## src/rtl/vx_writeback_arb.sv

```systemverilog
// Commit-side writeback arbiter: round-robin over the commit ports, with a lock
// that holds multi-beat packets together, one registered writeback stream, conflict counter.
module vx_writeback_arb #(
  parameter int CORE_ID     = 0,
  parameter int NUM_SRC     = 5,
  parameter int NUM_THREADS = 4,
  parameter int NW_BITS     = 2
) (
  input  logic                            clk,
  input  logic                            reset,
  input  logic [NUM_SRC-1:0]              cmt_valid,
  output logic [NUM_SRC-1:0]              cmt_ready,
  input  logic [NUM_SRC-1:0]              cmt_wb,
  input  logic [NUM_SRC-1:0]              cmt_eop,
  input  logic [NUM_SRC*NW_BITS-1:0]      cmt_wid,
  input  logic [NUM_SRC*NUM_THREADS-1:0]  cmt_tmask,
  input  logic [NUM_SRC*32-1:0]           cmt_PC,
  input  logic [NUM_SRC*5-1:0]            cmt_rd,
  input  logic [NUM_SRC*NUM_THREADS*32-1:0] cmt_data,
  output logic                            wb_valid,
  output logic [NW_BITS-1:0]              wb_wid,
  output logic [NUM_THREADS-1:0]          wb_tmask,
  output logic [31:0]                     wb_PC,
  output logic [4:0]                      wb_rd,
  output logic [NUM_THREADS*32-1:0]       wb_data,
  output logic                            wb_eop,
  output logic [43:0]                     perf_wb_conflicts
);
  localparam int IDX_W = (NUM_SRC > 1) ? $clog2(NUM_SRC) : 1;
  localparam int DW    = NUM_THREADS * 32;

  typedef enum logic {UNLOCKED, LOCKED} state_e;

  state_e                 state_q, state_d;
  logic [IDX_W-1:0]       lock_idx_q, lock_idx_d;
  logic [IDX_W-1:0]       rr_ptr_q, rr_ptr_d;
  logic                   wb_valid_q, wb_valid_d;
  logic [NW_BITS-1:0]     wb_wid_q, wb_wid_d;
  logic [NUM_THREADS-1:0] wb_tmask_q, wb_tmask_d;
  logic [31:0]            wb_pc_q, wb_pc_d;
  logic [4:0]             wb_rd_q, wb_rd_d;
  logic [DW-1:0]          wb_data_q, wb_data_d;
  logic                   wb_eop_q, wb_eop_d;
  logic [43:0]            perf_q, perf_d;

  logic [NUM_SRC-1:0]     elig, grant_oh;
  logic                   grant_any, grant_eop;
  logic [IDX_W-1:0]       grant_idx, idx;
  logic [IDX_W:0]         sum;

  always_comb begin
    elig = cmt_valid & cmt_wb;
    if (state_q == LOCKED) elig = elig & (NUM_SRC'(1) << lock_idx_q);

    // Round-robin search starting at rr_ptr; sum is one bit wider so the wrap never overflows.
    grant_oh  = '0;
    grant_any = 1'b0;
    grant_idx = '0;
    sum       = '0;
    idx       = '0;
    for (int k = 0; k < NUM_SRC; k++) begin
      sum = {1'b0, rr_ptr_q} + (IDX_W+1)'(k);
      if (sum >= (IDX_W+1)'(NUM_SRC)) sum = sum - (IDX_W+1)'(NUM_SRC);
      idx = sum[IDX_W-1:0];
      if (!grant_any && elig[idx]) begin
        grant_any     = 1'b1;
        grant_idx     = idx;
        grant_oh[idx] = 1'b1;
      end
    end

    cmt_ready = (cmt_valid & ~cmt_wb) | grant_oh;

    wb_valid_d = grant_any;
    wb_wid_d   = wb_wid_q;
    wb_tmask_d = wb_tmask_q;
    wb_pc_d    = wb_pc_q;
    wb_rd_d    = wb_rd_q;
    wb_data_d  = wb_data_q;
    wb_eop_d   = wb_eop_q;
    grant_eop  = 1'b0;
    for (int i = 0; i < NUM_SRC; i++) begin
      if (grant_oh[i]) begin
        wb_wid_d   = cmt_wid[i*NW_BITS +: NW_BITS];
        wb_tmask_d = cmt_tmask[i*NUM_THREADS +: NUM_THREADS];
        wb_pc_d    = cmt_PC[i*32 +: 32];
        wb_rd_d    = cmt_rd[i*5 +: 5];
        wb_data_d  = cmt_data[i*DW +: DW];
        wb_eop_d   = cmt_eop[i];
        grant_eop  = cmt_eop[i];
      end
    end

    rr_ptr_d   = rr_ptr_q;
    state_d    = state_q;
    lock_idx_d = lock_idx_q;
    if (grant_any) begin
      if (grant_eop) begin
        rr_ptr_d = (grant_idx == IDX_W'(NUM_SRC-1)) ? '0 : grant_idx + 1'b1;
        state_d  = UNLOCKED;
      end else begin
        state_d    = LOCKED;
        lock_idx_d = grant_idx;
      end
    end

    perf_d = perf_q;
    if ($countones(elig) >= 2 && perf_q != '1) perf_d = perf_q + 44'd1;
  end

  always_ff @(posedge clk) begin
    if (reset) begin
      state_q    <= UNLOCKED;
      lock_idx_q <= '0;
      rr_ptr_q   <= '0;
      wb_valid_q <= 1'b0;
      wb_wid_q   <= '0;
      wb_tmask_q <= '0;
      wb_pc_q    <= '0;
      wb_rd_q    <= '0;
      wb_data_q  <= '0;
      wb_eop_q   <= 1'b0;
      perf_q     <= '0;
    end else begin
      state_q    <= state_d;
      lock_idx_q <= lock_idx_d;
      rr_ptr_q   <= rr_ptr_d;
      wb_valid_q <= wb_valid_d;
      wb_wid_q   <= wb_wid_d;
      wb_tmask_q <= wb_tmask_d;
      wb_pc_q    <= wb_pc_d;
      wb_rd_q    <= wb_rd_d;
      wb_data_q  <= wb_data_d;
      wb_eop_q   <= wb_eop_d;
      perf_q     <= perf_d;
    end
  end

  assign wb_valid          = wb_valid_q;
  assign wb_wid            = wb_wid_q;
  assign wb_tmask          = wb_tmask_q;
  assign wb_PC             = wb_pc_q;
  assign wb_rd             = wb_rd_q;
  assign wb_data           = wb_data_q;
  assign wb_eop            = wb_eop_q;
  assign perf_wb_conflicts = perf_q;

`ifndef SYNTHESIS
  always_ff @(posedge clk) begin
    if (!reset) begin
      assert ($onehot0(grant_oh))
        else $error("core%0d writeback: multiple grants %b", CORE_ID, grant_oh);
      assert (state_q != LOCKED || (grant_oh & ~(NUM_SRC'(1) << lock_idx_q)) == '0)
        else $error("core%0d writeback: grant %b escapes lock %0d", CORE_ID, grant_oh, lock_idx_q);
    end
  end
`endif
endmodule

```

## config.mk

```make
export PLATFORM = sky130hd
export DESIGN_NAME = vx_writeback_arb
export DESIGN_NICKNAME = d
export VERILOG_FILES = /design/src/rtl/vx_writeback_arb.sv
export SDC_FILE = /design/constraint.sdc
export NUM_CORES = 1
export LEC_CHECK = 0
export BUFFER_PORTS_ARGS = -buffer_cell sky130_fd_sc_hd__buf_4
export CAP_MARGIN = 5
export CORE_AREA = 8 8 415 417
export CTS_CLUSTER_DIAMETER = 60
export DETAILED_ROUTE_END_ITERATION = 7
export DIE_AREA = 0 0 423 425
export PLACE_DENSITY = 0.3
export RECOVER_POWER = 100
export SETUP_SLACK_MARGIN = 0.5
export SYNTH_ARGS = -nofsm -noshare
export SYNTH_HDL_FRONTEND = slang
export SYNTH_SLANG_ARGS = --single-unit
```

## constraint.sdc

```tcl
create_clock -name clk -period 11 [get_ports clk]
set_input_delay 2.2 -clock clk [delete_from_list [all_inputs] [get_ports clk]]
set_output_delay 2.2 -clock clk [all_outputs]
set_load 0.01 [all_outputs]
```

; Word-level counts from Yosys, hierarchy flattened
; Index checks and enable logic that the tools add are counted.
[classes]
addsub = 15
n_mul = 0
n_div = 0
order_cmp = 16
n_eq_ne = 2
n_shift = 1
n_mux = 78
n_bitwise = 10
n_reduce_logical = 17
[ops]
columns = operator, count
row1 = 2-to-1 mux 128 bit, 5
row2 = 2-to-1 mux 32 bit, 5
row3 = 2-to-1 mux 5 bit, 11
row4 = "adder 44 x 1 -> 44 bit, second input constant", 1
row5 = "inequality test 44 bit, second input constant", 1
row6 = 2-to-1 mux 3 bit, 11
row7 = 2-to-1 mux 1 bit, 26
row8 = OR 5 bit, 5
row9 = "< comparator 3 x 4 -> 1 bit, second input constant", 5
row10 = 2-to-1 mux 4 bit, 5
row11 = ">= comparator 4 x 3 -> 1 bit, second input constant", 4
row12 = bitwise AND 5 bit, 3
row13 = binary-select mux 1 bit (select 3 bit), 5
row14 = demux 1 bit (select 3 bit), 5
row15 = ">= comparator 3 x 1 -> 1 bit, second input constant", 5
row16 = "subtractor 3 bit, second input constant", 5
row17 = logical AND 1 bit, 10
row18 = 2-to-1 mux 2 bit, 5
row19 = "adder 3 x 2 -> 4 bit, second input constant", 2
row20 = NOT 5 bit, 1
row21 = nonzero test 5 bit, 1
row22 = "left shift 1 x 3 -> 5 bit, first input constant", 1
row23 = adder 1 x 1 -> 2 bit, 2
row24 = adder 3 x 1 -> 4 bit, 1
row25 = other kinds (10), 14
[totals]
reg_bits = 224
latch_bits = 0
ram_bits = 0
romBits = 0
word_cells = 150
n_memories = 0

; Longest topological paths before layout
[depth]
word_depth = 25
ltp_mapped = 19
depth_no_buf = 18

; Least setup slack after synthesis
; Ideal clock, no wire load.
[synth_timing]
path_kind = in2out
start = input cmt_valid[2]
end = output cmt_ready[2]
t_arrival_ns = 4.495
setup_slack_ns = 4.305
path_stages = 12
n_path_buf = 4
path_cell_list = nand2_1 -> a21oi_2 -> mux4_2 -> a21oi_1 -> buf_4 -> nand3b_1 -> o21ai_0 -> a211oi_1 -> buf_2 -> buf_2 -> buf_1 -> o21ai_0
[synth_via]
elab_chain_cells = 19
elab_cells_between_ends = 36
cone_classes = mux (20) / bitwise (8) / reduce/logical (8)
[synth_lines]
columns = element, line_no
row1 = start: declaration, 11  ; input logic [NUM_SRC-1:0] cmt_valid,
row2 = bitwise AND 5 bit, 52  ; elig = cmt_valid & cmt_wb;
row3 = bitwise AND 5 bit, 53  ; if (state_q == LOCKED) elig = elig & (NUM_SRC'(1) << lock_idx_q);
row4 = 2-to-1 mux 5 bit, 53
row5 = binary-select mux 1 bit (select 3 bit), 65  ; if (!grant_any && elig[idx]) begin
row6 = 2-to-1 mux 1 bit (not written as such), 65
row7 = 2-to-1 mux 1 bit, 65
row8 = logical NOT 1 bit, 65
row9 = logical AND 1 bit, 65
row10 = (+3 left out), --
row11 = 2-to-1 mux 1 bit, 65
row12 = logical NOT 1 bit, 65
row13 = logical AND 1 bit, 65
row14 = 2-to-1 mux 1 bit, 65
row15 = logical NOT 1 bit, 65
row16 = logical AND 1 bit, 65
row17 = 2-to-1 mux 5 bit, 65
row18 = OR 5 bit *, 72  ; cmt_ready = (cmt_valid & ~cmt_wb) | grant_oh;
row19 = end: declaration, 12  ; output logic [NUM_SRC-1:0] cmt_ready,
; Every way passes the cells marked *; elsewhere a longest branch is shown, timed or not. The select of a mux whose other input is x is not followed.

; Worst setup path after layout
[layout_timing]
start = input cmt_wb[0]
end = register wb_data_q[56], in the netlist wb_data[56]
[layout_via]
elab_chain_cells = 22
elab_cells_between_ends = 39
cone_classes = mux (24) / bitwise (6) / reduce/logical (9)
[layout_lines]
columns = element, line_no
row1 = start: declaration, 13  ; input logic [NUM_SRC-1:0] cmt_wb,
row2 = bitwise AND 5 bit *, 52
row3 = bitwise AND 5 bit, 53
row4 = 2-to-1 mux 5 bit *, 53
row5 = binary-select mux 1 bit (select 3 bit), 65
row6 = 2-to-1 mux 1 bit (not written as such), 65
row7 = 2-to-1 mux 1 bit, 65
row8 = logical NOT 1 bit, 65
row9 = logical AND 1 bit, 65
row10 = (+3 left out), --
row11 = 2-to-1 mux 1 bit, 65
row12 = logical NOT 1 bit, 65
row13 = logical AND 1 bit, 65
row14 = 2-to-1 mux 1 bit, 65
row15 = logical NOT 1 bit, 65
row16 = logical AND 1 bit, 65
row17 = 2-to-1 mux 5 bit *, 65
row18 = 2-to-1 mux 128 bit (4 in a row), 83  ; if (grant_oh[i]) begin
row19 = end signal: assignment, 133  ; wb_data_q <= wb_data_d;
row20 = end: declaration, 42  ; logic [DW-1:0] wb_data_q, wb_data_d;
; Marked as above.
; A chain may end at the register's enable or synchronous reset.

==> metrics.md <==
| Metric | Value |
|---|---|
| Setup TNS | `0 ps` |
| Root Buffer | `clkbuf_16` |
| Syn Nets | `2752` |
| Detailed Route WL | `128000 microns` |
| GP Congestion | `0.842` |
| CP endpoint kind | `flip-flop` |
| Worst skew pair latency | `610 ps` |
| CTS HTree Levels | `2` |
| PwrDens | `360 nW/um^2` |
| CTS buffer count | `46` |
| First-pass GRT wire length | `171000 microns` |
| Final setup fails | `0` |
| CTS sink count | `224` |
| Fin crit period | `8550 ps` |
| Fin crit share | `77.7%` |
| Slew Viols, Final | `95` |
| Total core area | `166000 sq um` |
| Startpoint types | `input port` |
| Slew HR | `-94.6%` |
| Row cnt | `150` |
| Non-filler cells, final | `5094` |
| Post-synth ARST share | `0%` |
| Die height | `425 microns` |
| RSZ-0062 raised after global routing | `false` |
| Avg Inst Size Synth | `8.04 sq um` |
| Critical Path RT | `11500 ps` |
| Leakage | `0.0113 uW` |
| Most common cell after layout, fill and taps aside | `buf_4` |
| Num ports | `1094` |
| Setup Fix Bufs, Post-CTS | `0` |
| CTS Hold Buffers Added | `0` |
| Post-synth top flop | `dfxtp_1` |
| Die area | `180000 sq um` |
| Number of synthesized flops with an enable pin | `0` |
| Largest net degree at the start of global routing | `137` |
| Share of cells above drive strength 1 | `34.4%` |
| Post-CTS sizing | `0` |
| Max Cap Viol | `2` |
| Max VDD drop | `0.000563 V` |
| Layout area overhead | `75.1%` |
| Hold Violations, Final | `0` |
| Vias/cell | `3.78` |
| Pre-antenna DRT Iters | `5` |
| Least-Margin Pin Slew | `2920 ps` |
| Overall Global Routing Usage | `13.3%` |
| Dpl hpwl | `103000 microns` |
| Total power | `9460 uW` |
| Worst Skew | `18.5 ps` |
| DR iter-0 viols | `860` |
| WS Path Type | `input port to flip-flop` |
| Placed insts | `5003` |
| Synth Cell Area | `15000 sq um` |
| Global route total overflow | `0` |
| FF+latch count, synth | `224` |
| Yosys cell types | `68` |
| Die W | `423 microns` |
| Antenna-violating nets left | `0` |
| Hold slack | `486 ps` |
| Synthesis Warnings | `0` |
| Commonest cells after routing, fill and taps aside | `buf_4, nor2_1, clkbuf_1` |
| Drt drc | `0` |
| Run status | `finished with violations` |
| Vias in the first global route | `20300` |
| Worst Path Max Fanout | `117` |
| Failing checks | `capacitance limit, slew limit` |
| Critical Path AT | `9050 ps` |
| Fmax achieved | `0.117 GHz` |
| Seq/Total Area, Yosys | `29.9%` |
| Worst-path clk slew | `50 ps` |
| Clk buf depth | `3` |
| Routed WL per cell | `25.1 microns` |
| Cell count after synthesis | `1866` |
| Initial antenna violation count | `16` |
| Vias | `19300` |
| Hold Path Class | `flip-flop to flip-flop` |
| Final #Nets | `3733` |
| Initial core utilization | `9.05%` |
| Layout Utilization | `15.8%` |
| Port buffer count | `1093` |
| CTS tree | `built` |
where the power goes:
group / internal (uW) / switching, uW / total (uW)
registers: 1130 / 197 / 1320
clock network: 978 / 545 / 1520
logic: 2290 / 4320 / 6610
total: 4390 / 5060 / 9460
worst max-delay path, cell delays in order:
cell and delay (ps):
clkbuf_4 110, nand2_1 140, nor2_1 150, inv_1 170
a21oi_1 60, o31ai_1 630, nand3_2 210, nor4_1 390
o21ai_0 180, nand2_1 1510, or4_1 2240, buf_12 520
nor2_1 90, a211oi_1 240
sequential cells by signal, indices dropped and copies added (netlist names):
register,count
wb_rd,5
wb_PC,32
rr_ptr_q,3
wb_eop,1
wb_wid,2
perf_wb_conflicts,44
wb_valid,1
wb_tmask,4
lock_idx_q,3
wb_data,128
state_q,1
cells by family after synthesis:
| logic type | synth area share, % |
|---|---|
| flip-flops | 29.9 |
| multiplexers | 11.8 |
| adder cells (fa/ha/maj) | 1.27 |
| AO/OA/AOI/OAI | 32.1 |
| AND/OR/NAND/NOR | 16.5 |
| buffers and inverters | 5.91 |
| XOR/XNOR | 2.63 |
area by class of cell:
type | count | area, sq um
Sequential cell | 224 | 4480
Tap cell | 2204 | 2760
Multi-Input combinational cell | 1429 | 9640
Inverter | 26 | 97.6
Antenna cell | 8 | 20.0
Timing Repair Buffer | 1120 | 7670
Clock buffer | 59 | 1270
Clock inverter | 24 | 334
Fill cell | 19200 | 140000
metrics by stage:
| stage | setup WS, ps | instance area [sq um] |
|---|---|---|
| 4_1_cts | 3820 | 27100 |
| 3_5_place_dp | 3790 | 25500 |
| 6_report | 2450 | 26300 |
| 3_3_place_gp | 3330 | 25500 |
| 2_1_floorplan | 4300 | 15000 |
| 5_1_grt | 1950 | 26300 |
layer usage:
metal  track usage (%)  routed length, microns  part of all wire [%]  up-vias
met5                 0                      51                 0.040        -
met2              23.6                   64800                    51      697
li1                  -                       -                     -     9162
met4              5.12                    5040                   3.9        8
met3              4.52                    9780                   7.6      136
met1              14.6                   48300                    38     9253
final timing paths:
| kind | end | start | cells past startpoint | slack (ps) |
|---|---|---|---|---|
| worst max-delay path | wb_data[56] | cmt_wb[0] | 14 | 2450 |
| worst min-delay path | wb_eop | wb_eop | 2 | 490 |
| worst max register to register | wb_data[56] | rr_ptr_q[2] | 11 | 2650 |
| worst min register to register | wb_eop | wb_eop | 2 | 490 |
synthesized netlist by cell type, drive strengths merged, types with 5 or more instances:
library cell,instances,share of area (%)
nor2,233,5.8
dfxtp,224,30
nand2,218,5.5
a211oi,185,9.3
o211ai,176,8.8
mux2i,174,12
a221oi,173,10
clkbuf,103,2.6
buf,84,2.7
nand3,36,1.2
xor2,35,2.0
inv,26,0.65
a21oi,25,0.88
nand4,20,0.83
o21ai,18,0.60
ha,12,1.0
nor3,12,0.40
a31oi,11,0.50
xnor2,10,0.58
and3,9,0.41
and2,7,0.29
nand2b,7,0.29
a21o,6,0.30
nor2b,6,0.25
nor4,6,0.35
and4,5,0.29
Note: power is estimated with default switching activity, not from simulation.
